[src/rtl/multi_digit_display_driver.sv]
// rtl/multi_digit_display_driver.sv - multiplexed 7-segment driver with decimal/hex conversion
//
// Converts a captured binary value to BCD (iterative double-dabble) or hex
// nibbles, then scans the result across DIGITS multiplexed digits.
// Digit DIGITS-1 is the sign digit; digits 0..DIGITS-2 carry the value.
//
// Ports:
//   clk      - single clock, rising edge
//   rst_n    - asynchronous active-low reset
//   load_i   - one-cycle strobe capturing value_i/hex_i/neg_i/blank_i (IDLE only)
//   value_i  - value to display
//   hex_i    - 1 = hex, 0 = decimal
//   neg_i    - 1 = value_i is two's complement
//   blank_i  - 1 = leading-zero blanking
//   busy_o   - conversion in progress
//   ovf_o    - last committed value did not fit
//   segment  - segment anodes, active high
//   digit    - digit cathodes, active low, at most one low

module multi_digit_display_driver #(
    parameter int DIGITS   = 4,
    parameter int WIDTH    = 8,
    parameter int SCAN_DIV = 16,
    parameter int DEAD     = 1
) (
    input  logic              clk,
    input  logic              rst_n,
    input  logic              load_i,
    input  logic [WIDTH-1:0]  value_i,
    input  logic              hex_i,
    input  logic              neg_i,
    input  logic              blank_i,
    output logic              busy_o,
    output logic              ovf_o,
    output logic [7:0]        segment,
    output logic [DIGITS-1:0] digit
);

    // Value digit count, and nibble count wide enough for both the BCD
    // result of a WIDTH-bit magnitude and the value digit positions.
    localparam int NV   = DIGITS - 1;
    localparam int NBCD = (WIDTH + 2) / 3;
    localparam int ND   = (NBCD > NV) ? NBCD : NV;
    localparam int CW   = $clog2(WIDTH + 1);
    localparam int SW   = $clog2(SCAN_DIV);
    localparam int IW   = $clog2(DIGITS);

    typedef enum logic [1:0] {
        IDLE   = 2'd0,
        CONV   = 2'd1,
        COMMIT = 2'd2
    } state_t;

    state_t            state;
    logic              sign_q;
    logic              hex_q;
    logic              blank_q;
    logic [WIDTH-1:0]  bin_q;
    logic [4*ND-1:0]   bcd_q;
    logic [CW-1:0]     cnt_q;
    logic [7:0]        disp_q [DIGITS];
    logic [SW-1:0]     slot_q;
    logic [IW-1:0]     idx_q;

    function automatic logic [7:0] seg_code(input logic [3:0] n);
        case (n)
            4'h0: seg_code = 8'h7e;
            4'h1: seg_code = 8'h30;
            4'h2: seg_code = 8'h6d;
            4'h3: seg_code = 8'h79;
            4'h4: seg_code = 8'h33;
            4'h5: seg_code = 8'h5b;
            4'h6: seg_code = 8'h5f;
            4'h7: seg_code = 8'h70;
            4'h8: seg_code = 8'h7f;
            4'h9: seg_code = 8'h7b;
            4'ha: seg_code = 8'h77;
            4'hb: seg_code = 8'h1f;
            4'hc: seg_code = 8'h4e;
            4'hd: seg_code = 8'h3d;
            4'he: seg_code = 8'h4f;
            default: seg_code = 8'h47;
        endcase
    endfunction

    // Capture-time sign and magnitude. Negating the most negative value
    // wraps to 2^(WIDTH-1), which is the correct unsigned magnitude.
    logic             in_neg;
    logic [WIDTH-1:0] in_mag;
    assign in_neg = neg_i && value_i[WIDTH-1];
    assign in_mag = in_neg ? (~value_i + WIDTH'(1)) : value_i;

    // One double-dabble step: adjust each nibble (>=5 -> +3), then shift the
    // whole {bcd, bin} pair left by one, carrying between nibbles.
    logic [4*ND-1:0] bcd_shift;
    logic [WIDTH-1:0] bin_shift;
    always_comb begin
        logic       carry;
        logic [3:0] nib;
        bcd_shift = '0;
        carry     = bin_q[WIDTH-1];
        for (int i = 0; i < ND; i++) begin
            nib = bcd_q[4*i +: 4];
            if (nib >= 4'd5)
                nib = nib + 4'd3;
            bcd_shift[4*i +: 4] = {nib[2:0], carry};
            carry = nib[3];
        end
        bin_shift = {bin_q[WIDTH-2:0], 1'b0};
    end

    // Result composition for COMMIT: pick BCD or hex nibbles, detect
    // overflow into non-displayable positions, and apply leading-zero blanking.
    logic [4*ND-1:0] src;
    logic            ovf_c;
    logic [NV-1:0]   show;
    logic [7:0]      new_code [DIGITS];
    always_comb begin
        logic seen;
        src = '0;
        src[WIDTH-1:0] = bin_q;
        if (!hex_q)
            src = bcd_q;

        ovf_c = 1'b0;
        for (int i = NV; i < ND; i++) begin
            if (src[4*i +: 4] != 4'd0)
                ovf_c = 1'b1;
        end

        // Walk from the top down; once the first nonzero digit (or digit 0)
        // is met, every lower digit is shown.
        seen = 1'b0;
        show = '0;
        for (int i = NV - 1; i >= 0; i--) begin
            if (src[4*i +: 4] != 4'd0 || i == 0)
                seen = 1'b1;
            show[i] = seen || !blank_q;
        end

        for (int i = 0; i < DIGITS; i++)
            new_code[i] = 8'h00;
        for (int i = 0; i < NV; i++) begin
            if (ovf_c)
                new_code[i] = 8'h01;
            else if (show[i])
                new_code[i] = seg_code(src[4*i +: 4]);
            else
                new_code[i] = 8'h00;
        end
        new_code[NV] = sign_q ? 8'h01 : 8'h00;
    end

    // Control FSM
    always_ff @(posedge clk or negedge rst_n) begin
        if (!rst_n) begin
            state   <= IDLE;
            busy_o  <= 1'b0;
            ovf_o   <= 1'b0;
            sign_q  <= 1'b0;
            hex_q   <= 1'b0;
            blank_q <= 1'b0;
            bin_q   <= '0;
            bcd_q   <= '0;
            cnt_q   <= '0;
        end else begin
            case (state)
                IDLE: begin
                    if (load_i) begin
                        sign_q  <= in_neg;
                        hex_q   <= hex_i;
                        blank_q <= blank_i;
                        bin_q   <= in_mag;
                        bcd_q   <= '0;
                        cnt_q   <= '0;
                        busy_o  <= 1'b1;
                        state   <= hex_i ? COMMIT : CONV;
                    end
                end
                CONV: begin
                    bin_q <= bin_shift;
                    bcd_q <= bcd_shift;
                    cnt_q <= cnt_q + CW'(1);
                    if (cnt_q == CW'(WIDTH - 1))
                        state <= COMMIT;
                end
                COMMIT: begin
                    ovf_o  <= ovf_c;
                    busy_o <= 1'b0;
                    state  <= IDLE;
                end
                default: begin
                    busy_o <= 1'b0;
                    state  <= IDLE;
                end
            endcase
        end
    end

    // Scan position and display contents for the coming cycle. The output
    // registers are loaded from these so a commit shows up immediately.
    logic [SW-1:0] slot_n;
    logic [IW-1:0] idx_n;
    logic [7:0]    disp_n [DIGITS];
    always_comb begin
        if (slot_q == SW'(SCAN_DIV - 1)) begin
            slot_n = '0;
            idx_n  = (idx_q == IW'(DIGITS - 1)) ? '0 : idx_q + IW'(1);
        end else begin
            slot_n = slot_q + SW'(1);
            idx_n  = idx_q;
        end
        for (int i = 0; i < DIGITS; i++)
            disp_n[i] = (state == COMMIT) ? new_code[i] : disp_q[i];
    end

    always_ff @(posedge clk or negedge rst_n) begin
        if (!rst_n) begin
            slot_q  <= '0;
            idx_q   <= '0;
            digit   <= '1;
            segment <= 8'h00;
            for (int i = 0; i < DIGITS; i++)
                disp_q[i] <= 8'h00;
        end else begin
            slot_q <= slot_n;
            idx_q  <= idx_n;
            for (int i = 0; i < DIGITS; i++)
                disp_q[i] <= disp_n[i];
            // Blank the first DEAD cycles of each slot to avoid ghosting.
            if (slot_n < SW'(DEAD)) begin
                digit   <= '1;
                segment <= 8'h00;
            end else begin
                digit   <= ~(DIGITS'(1) << idx_n);
                segment <= disp_n[idx_n];
            end
        end
    end

endmodule

[config.mk]
export PLATFORM = sky130hd
export DESIGN_NAME = multi_digit_display_driver
export DESIGN_NICKNAME = d
export VERILOG_FILES = /design/src/rtl/multi_digit_display_driver.sv
export SDC_FILE = /design/constraint.sdc
export NUM_CORES = 1
export LEC_CHECK = 0
export ABC_CLOCK_PERIOD_IN_PS = 6650
export BUFFER_PORTS_ARGS = -buffer_cell sky130_fd_sc_hd__buf_4
export CAP_MARGIN = 20
export CORE_ASPECT_RATIO = 0.7
export CORE_UTILIZATION = 45
export CTS_CLUSTER_SIZE = 16
export DETAILED_ROUTE_END_ITERATION = 8
export GPL_TIMING_DRIVEN = 0
export HOLD_SLACK_MARGIN = 0.02
export SETUP_SLACK_MARGIN = 0.4
export SYNTH_ARGS = -nofsm -noshare
export SYNTH_HDL_FRONTEND = slang
export SYNTH_SLANG_ARGS = --single-unit
[constraint.sdc]
create_clock -name clk -period 6.65 [get_ports clk]
set_input_delay 1.995 -clock clk [delete_from_list [all_inputs] [get_ports clk]]
set_output_delay 1.995 -clock clk [all_outputs]
set_load 0.01 [all_outputs]
After elaboration in Yosys (flattened, before gate mapping)
Memory sizes are Yosys's and may differ from the RTL's.
Cells that the tools add are included.
W data, S select, Z words.

word-level totals
  flip-flop bits (word level) = 80
  memory bits (read-only) = 336
  input port bits = 14
  output and inout bits = 14
  word-level logic and storage cells = 89
  memories = 3

memories
  memory           depth  bits a word  rd ports  clocked after Yosys merged registers in  wr ports  line  source
  (no name shown)  16     7            1         0                                        0         66    case (n)
  (no name shown)  16     7            1         0                                        0         66
  (no name shown)  16     7            1         0                                        0         66

operators by class
  add/sub/neg operators = 7
  order comparisons = 5
  equality and inequality tests = 7
  shift-type cells = 1
  multiplexer cells = 34
  bitwise logic cells = 4
  reductions and logical operators = 12

operators with widths
  operator               count
  $mux W8                11
  $mux W12               2
  $pmux W12 S2           1
  $mux W4                5
  $bmux W8 S2            1
  $pmux W8 S2            1
  $ge A4 B3 Y1 const B   3
  $mux W2                5
  $add A4 B1 Y4 const B  2
  $add A4 B2 Y4 const B  2
  $add A8 B1 Y8 const B  1
  $not A8 Y8             1
  $pmux W4 S2            1
  $reduce_and A2 Y1      4
  $reduce_bool A4 Y1     2
  $eq A2 B2 Y1 const B   2
  $eq A4 B3 Y1 const B   1
  $eq A4 B4 Y1 const B   1
  $lt A4 B1 Y1 const B   1
  $mux W1                4
  $ne A2 B2 Y1 const B   2
  $not A4 Y4             1
  $pmux W2 S2            1
  $shl A1 B2 Y4 const A  1
  other kinds (13)       14

Depth between registers and ports, before layout
Gate-level depths: netlist (run 1).

  word-level depth = 11
  mapped depth = 14

Worst setup path before layout (run 1)
No wires, ideal clock.

  kind = input-to-reg
  from = in value_i[2]
  to = reg bin_q[5]
  library setup time = 0.127 ns
  arrival = 2.836 ns
  required time = 6.523 ns
  path slack = 3.687 ns
  stages = 6
  path buffers = 0
  cell sequence = nor3_1 a31oi_1 xnor2_1 and3_1 a21oi_1 o21ai_0

on the way
  longest elaborated chain between the ends = 5

ends and longest elaborated chain
  element               line  source
  from (decl)           29    input logic [WIDTH-1:0] value_i,
  $not A8 Y8            91    assign in_mag = in_neg ? (~value_i + WIDTH'(1)) : value_i;
  $add A8 B1 Y8         91
  $mux W8               91
  $mux W8               169   if (load_i) begin
  $pmux W8 S2           167   case (state)
  to (signal assigned)  173   bin_q <= in_mag;
  to (signal assigned)  181   bin_q <= bin_shift;
  to (decl)             58    logic [WIDTH-1:0] bin_q;

No other way between the ends. The select of a mux whose other input is x is not followed.
A chain may end at the register's enable or synchronous reset.

Final worst setup path (run 1)
  from = in load_i
  to = reg bcd_q[10]

on the way
  longest elaborated chain between the ends = 2

ends and longest elaborated chain
  element                             line  source
  from (decl)                         28    input logic load_i,
  $ne A2 B2 Y1 (no source line)       --
  $reduce_and A2 Y1 (no source line)  --
  to (signal assigned)                182   bcd_q <= bcd_shift;
  to (decl)                           59    logic [4*ND-1:0] bcd_q;

No other way between the ends.

==> metrics.txt, run 1 <==
CTS buffer count 9; Cells after Synth slightly above 500; Diodes inserted 0; Max stage delay on crit path roughly 610 ps; DP HPWL slightly below 9000 um; largest net degree at the start of global routing 81; Cell Pwr Density slightly above 400 mW/mm^2; VDD IR max roughly 190 uV; crit path max fanout 10; post-synthesis sequential area ratio approximately two fifths; Hold Fails Final Rpt 0; Worst Tran Pin Value ~900 ps; RSZ-0062 raised after global routing no; core area ~0.010 sq mm; most area-consuming cells after synthesis dfrtp_1 40%, ha_1 7.8%, nand2_1 5.8%; port buffer count 26; clock buffer depth 2; most frequent cells in the layout 76 x dfrtp_1, 74 x nand2_1, 37 x o21ai_0; Main synth FF type dfrtp_1; WHS Path Cells 2; GR Util All Layers roughly a quarter; mean post-synth cell area roughly 9.3 sq um; Max Clock Skew just over 5 ps; data required time of the critical path roughly 7000 ps; max-cap viol count 0; crit path DAT 3480 ps; Power, Total around 0.0023 W; Worst slew margin about 38%; initial antenna violation count 0; final instance area ~0.0055 sq mm; Clock Pin Slew Worst Setup and Hold Paths around 60 ps; die area 0.0111 sq mm; TritonCTS sink count 80; reg2reg setup slack roughly 3700 ps; antenna viol nets, final 0; Async SR Flop Fraction 100%; Syn Nets ~560; area of the mapped netlist between 0.004 and 0.005 sq mm; DR WL/cell 17.5 um; Syn. warnings 0; area delta synth->final 15.2%; Reg2Reg Depth 13; fin crit period around 3200 ps; Hold Path End disp_q[26]$_DFF_PN0_; Hold-fix buffers, CTS 0; final setup vio count 0; CP endpoint kind flop; Initial Util between 40% and 50%; CP max stage cell o21bai_1; crit-path cells buf_4, o21bai_1, clkbuf_1, nand2_1, o21ai_0; H-tree depth 3; Setup crit start kind input pin; result of the run finished, final reports clean; Post-CTS Resized 0; clk_lat worst skew ~340 ps; Post-Route WL 12100 um; first-pass GRT wire length between 15000 and 20000 um; commonest non-fill, non-tap cell in the layout dfrtp_1; reg2reg start hex_q$_DFFE_PN0P_; detail-routed via count per cell 5.72; biggest area consumer among synthesized cells dfrtp_1; worst hold path type flop to flop; top-area cell type share of the netlist area 39.6%; Final period util approximately half; Die W between 100 and 150 um; hold wc startpoint disp_q[26]$_DFF_PN0_; Nets around 600; Reg area about 0.002 sq mm; share of cells above drive strength 1 roughly 16%; Root Driver clkbuf_16; Yosys reg bits 80; Yosys cell types between 60 and 70; Post-synth EDFFs 0; Setup Buffers After CTS 0; CTS tree built; chip height about 88 um; vias after detailed routing ~3900; Highest Clock Rate between 0.3 and 0.4 GHz; Setup CP Type input pin to flop; grt ovf 0; Max Slew Vio Count 0; Rows 31; I/O pin count 28; initial DRC count 265; FF-to-FF End segment[3]$_DFF_PN0_; DRC 0; area of the multi-input gates around 0.0025 sq mm; total negative slack 0 ps; fillcell total around 940; leakage power ~2.6 nW; dpl cell area a little over 0.005 sq mm; first drt pass iteration count 6; vias in the first global route 3767; Final GP Congestion ~0.88
==> sequential cells by signal, indices dropped and copies added, names as in the netlist <==
register and count:
hex_q 1, segment 8, bin_q 8, cnt_q 4
blank_q 1, state 2, idx_q 2, disp_q 32
slot_q 4, bcd_q 12, busy_o 1, digit 4
sign_q 1
==> power by group <==
part,internal [W],switching [W],leakage (nW)
clock network,0.000367,0.000202,0.162
logic,0.000374,0.000617,1.41
registers,0.000622,0.0000958,1.01
total,0.00136,0.000915,2.59
==> metrics by stage <==
stage / instances / util, % / setup slack (ps) / hold slack [ps]
floorplan: 514 / - / 3690 / 433
global placement: 672 / 49.8 / 3120 / 446
detailed placement: 672 / 49.8 / 3090 / 452
CTS: 688 / 53.2 / 3440 / 467
global route: 689 / 53.4 / 3240 / 489
finish: 689 / 53.4 / 3420 / 467
==> synthesized netlist by cell type, types with 9 or more instances <==
cell and number:
nor2_1 30, inv_1 29, buf_2 14, dfrtp_1 76, o21ai_0 37, nand2_1 74, nand2b_1 12, mux2i_1 9
a21oi_1 26, nor2b_1 12, nor3_1 13, nand3_1 12, ha_1 30
==> area by class of cell <==
cell class,count,share of cell area (%)
Buffer,27,2.83
Clock buffer,9,4.07
Clock inverter,7,2.15
Inverter,29,1.97
Multi-Input combinational cell,378,45.7
Sequential cell,80,36.3
Tap cell,132,2.99
Timing Repair Buffer,27,4.03
==> logic make-up after synthesis <==
kind of cell | after synthesis | share of synthesized area, %
XOR/XNOR | 12 | 2.19
adder cells (fa/ha/maj) | 30 | 7.82
other | 1 | 0.0781
AO/OA/AOI/OAI | 137 | 19.0
buffers and inverters | 56 | 5.52
AND/OR/NAND/NOR | 176 | 17.4
flip-flops | 80 | 41.8
multiplexers | 22 | 6.20
==> worst max-delay path by stage <==
stage	depth (start not counted)	endpoint	slack (ps)	startpoint
2_1_floorplan	6	bin_q[5]$_DFFE_PN0P_	3690	value_i[2]
3_3_place_gp	5	bcd_q[4]$_DFFE_PN0P_	3120	load_i
3_5_place_dp	5	bcd_q[10]$_DFFE_PN0P_	3090	load_i
4_1_cts	5	bcd_q[4]$_DFFE_PN0P_	3440	load_i
5_1_grt	5	bcd_q[1]$_DFFE_PN0P_	3240	load_i
6_report	5	bcd_q[10]$_DFFE_PN0P_	3420	load_i
==> layer usage <==
metal | vias to the layer above | global-route usage [%] | routed length, um
li1 | 1885 | - | -
met1 | 1956 | 35.0 | 6290
met2 | 93 | 33.7 | 4950
met3 | 10 | 5.44 | 678
met4 | 0 | 5.65 | 132
met5 | - | 0 | 0
==> worst max-delay path: cells and delay by family <==
kind	cells	cell delay, ps
AO/OA/AOI/OAI	2	720
buffers and inverters	2	650
AND/OR/NAND/NOR	1	110
Power figures use the tool's default switching activity.
==> run 2, diff against run 1 <==
ABC_AREA = 1   (was not set)
ABC_CLOCK_PERIOD_IN_PS = 2980   (was 6650)
clock period = 2.98 ns   (was 6.65 ns; I/O delays follow)
==> run 2 against run 1 <==
Combinational power grew 150%. Via count up 0.68%. Clock power up 120%. Non-clock buffer count shrank 13. Synthesized cell count up 14%. Sequential power grew 120%. Clock-buffer cell count unchanged. Largest power group unchanged.
==> metrics.txt, run 2 <==
share of cells above drive strength 1 a little under a fifth; GR Util All Layers 22.0%; leakage power approximately 2.7 nW; initial antenna violation count 0; Yosys cell types 45; Post-synth EDFFs 0; Max stage delay on crit path roughly 490 ps; Die W 125 um; Worst slew margin between 60% and 70%; most area-consuming cells after synthesis dfrtp_1 40%, nand2_1 12%, ha_1 7.9%; detail-routed via count per cell 5.21; Power, Total about 0.0053 W; Setup crit start kind flop; core area ~0.010 sq mm; Highest Clock Rate 0.448 GHz; most frequent cells in the layout 151 x nand2_1, 76 x dfrtp_1, 63 x inv_1; CTS buffer count 9; synth cell count leaders 151 x nand2_1, 76 x dfrtp_1, 63 x inv_1, 48 x nor2_1, 42 x nand3_1; vias after detailed routing 3971; TritonCTS sink count 80; Nets around 670; mean post-synth cell area just over 8 sq um; chip height about 88 um; most common cell in the netlist nand2_1; fin crit period 2230 ps; Diodes inserted 0; Max Clock Skew 8.04 ps; worst hold path type input pin to async pin; vias in the first global route about 3800; Cells after Synth between 500 and 600; Hold Fails Final Rpt 0; Top Registers disp_q (32), bcd_q (12); DR WL/cell roughly 15 um; CP max stage cell o21ai_0; Post-Route WL approximately 11000 um; Clock Pin Slew Worst Setup and Hold Paths approximately 60 ps; Root Driver clkbuf_16; I/O pin count 28; Final GP Congestion 0.846; Cell Pwr Density between 900 and 1000 mW/mm^2; top-area cell type share of the netlist area approximately 40%; first-pass GRT wire length about 19000 um; result of the run finished, final reports clean; CP endpoint kind flop; clock buffer depth 2; data required time of the critical path approximately 3200 ps; Setup CP Type flop to flop; biggest area consumer among synthesized cells dfrtp_1; Rows 31; Async SR Flop Fraction 100%; crit-path cells buf_6, buf_6, o21ai_0, ha_1, nand2_1, nand2_1, nand3_1, nand3_1, nand3_1, nor2_1, nor2_1; port buffer count 26; DP HPWL 8230 um; initial DRC count 321; Initial Util between 40% and 50%; Crit path top cell by count nand3_1; CTS tree built; Worst Tran Pin Value around 590 ps; RSZ-0062 raised after global routing no; commonest non-fill, non-tap cell in the layout nand2_1; DRC 0; largest net degree at the start of global routing 81; max-cap viol count 0; largest register by flop count disp_q; H-tree depth 3; Syn. warnings 0; max reg flops 32; Syn Nets roughly 630; grt ovf 0; first drt pass iteration count 7; area delta synth->final 15.5%; crit path DAT 2440 ps; Max Slew Vio Count 0; clk_lat worst skew around 340 ps; VDD IR max slightly above 400 uV; Yosys reg bits 80; total negative slack 0 ps; Main synth FF type dfrtp_1; final setup vio count 0; die area ~0.011 sq mm; crit path max fanout 10; Final period util around 75%; area of the mapped netlist between 0.004 and 0.005 sq mm; antenna viol nets, final 0; post-synthesis sequential area ratio between 40 and 50%
[run 2: changes by cell type in the layout (fill, tap and decap cells not counted), moves of 12 or more]
cell and delta:
nor2b_1 -12, nand2b_1 -12, inv_1 +34, nor3_1 -13
nand2_2 +15, nor2_1 +17, nand2_1 +77, nand3_1 +30
[run 2: critical path, delay by kind of cell, from the launching register on]
family | cells | cell delay [ps]
and+or+nand+nor | 7 | 660
AOI/OAI and AO/OA | 1 | 490
DFF | 1 | 370
buffers and inverters | 2 | 310
adders and majority gates | 1 | 280
[run 2: routing by layer]
| layer | GRT usage (%) | vias up | share of wire (%) |
|---|---|---|---|
| met1 | 31.6 | 1910 | 52 |
| met3 | 4.70 | 11 | 5.0 |
| met5 | 0 | - | 0 |
| li1 | - | 1967 | - |
| met4 | 6.32 | 0 | 1.1 |
| met2 | 33.5 | 83 | 42 |
[run 2: repair_timing]
| action | CTS | global route |
|---|---|---|
| hold buffers | 0 | 0 |
| setup buffers | 0 | 0 |
| resized for setup | 1 | 2 |
| endpoints found under the setup margin | 1 | 2 |
[run 2: final timing paths]
check | startpoint | cells after the start | to | slack [ps]
max | hex_q$_DFFE_PN0P_ | 11 | segment[1]$_DFF_PN0_ | 750
min | rst_n | 1 | slot_q[1]$_DFF_PN0_ | 400
max reg2reg | hex_q$_DFFE_PN0P_ | 11 | segment[1]$_DFF_PN0_ | 750
min reg2reg | disp_q[3]$_DFF_PN0_ | 2 | disp_q[3]$_DFF_PN0_ | 470
max in group asynchronous | rst_n | 2 | digit[0]$_DFF_PN1_ | 1960
min in group clk | disp_q[3]$_DFF_PN0_ | 2 | disp_q[3]$_DFF_PN0_ | 470
[run 2: cells by family (layout without fill, tap and decap cells)]
logic type                 Yosys count  after routing  synth area share (%)
buffers and inverters               85            128                  7.83
adders and majority gates           30             30                  7.86
other                                1              1                0.0785
muxes                                2              2                 0.445
AOI/OAI and AO/OA                   99             99                  12.8
DFF                                 80             80                  42.0
xor gates and xnor gates             5              5                 0.917
and+or+nand+nor                    285            285                  28.1
[run 2: layout make-up]
type / instances / area (sq um)
fill: 983 / 4800
tap: 132 / 165
buffer: 14 / 105
clock buffer: 9 / 225
clock inverter: 7 / 120
inverter: 71 / 269
sequential: 80 / 2010
timing repair buffer: 27 / 223
multi-input combinational: 422 / 2400
[run 2: power breakdown]
part,leakage (nW),internal [W],switching (W)
registers,1.00,0.00140,0.000186
logic,1.58,0.000832,0.00161
clock network,0.166,0.000820,0.000462
[run 2: stage by stage]
stage	setup slack, ps	util (%)	hold slack (ps)	std cells	cell area, sq um
global route	484	53.5	403	762	5520
detailed placement	415	49.8	452	745	5140
floorplan	971	-	431	587	4780
global placement	455	49.8	446	745	5140
finish	749	53.5	404	762	5520
CTS	550	53.2	468	761	5480
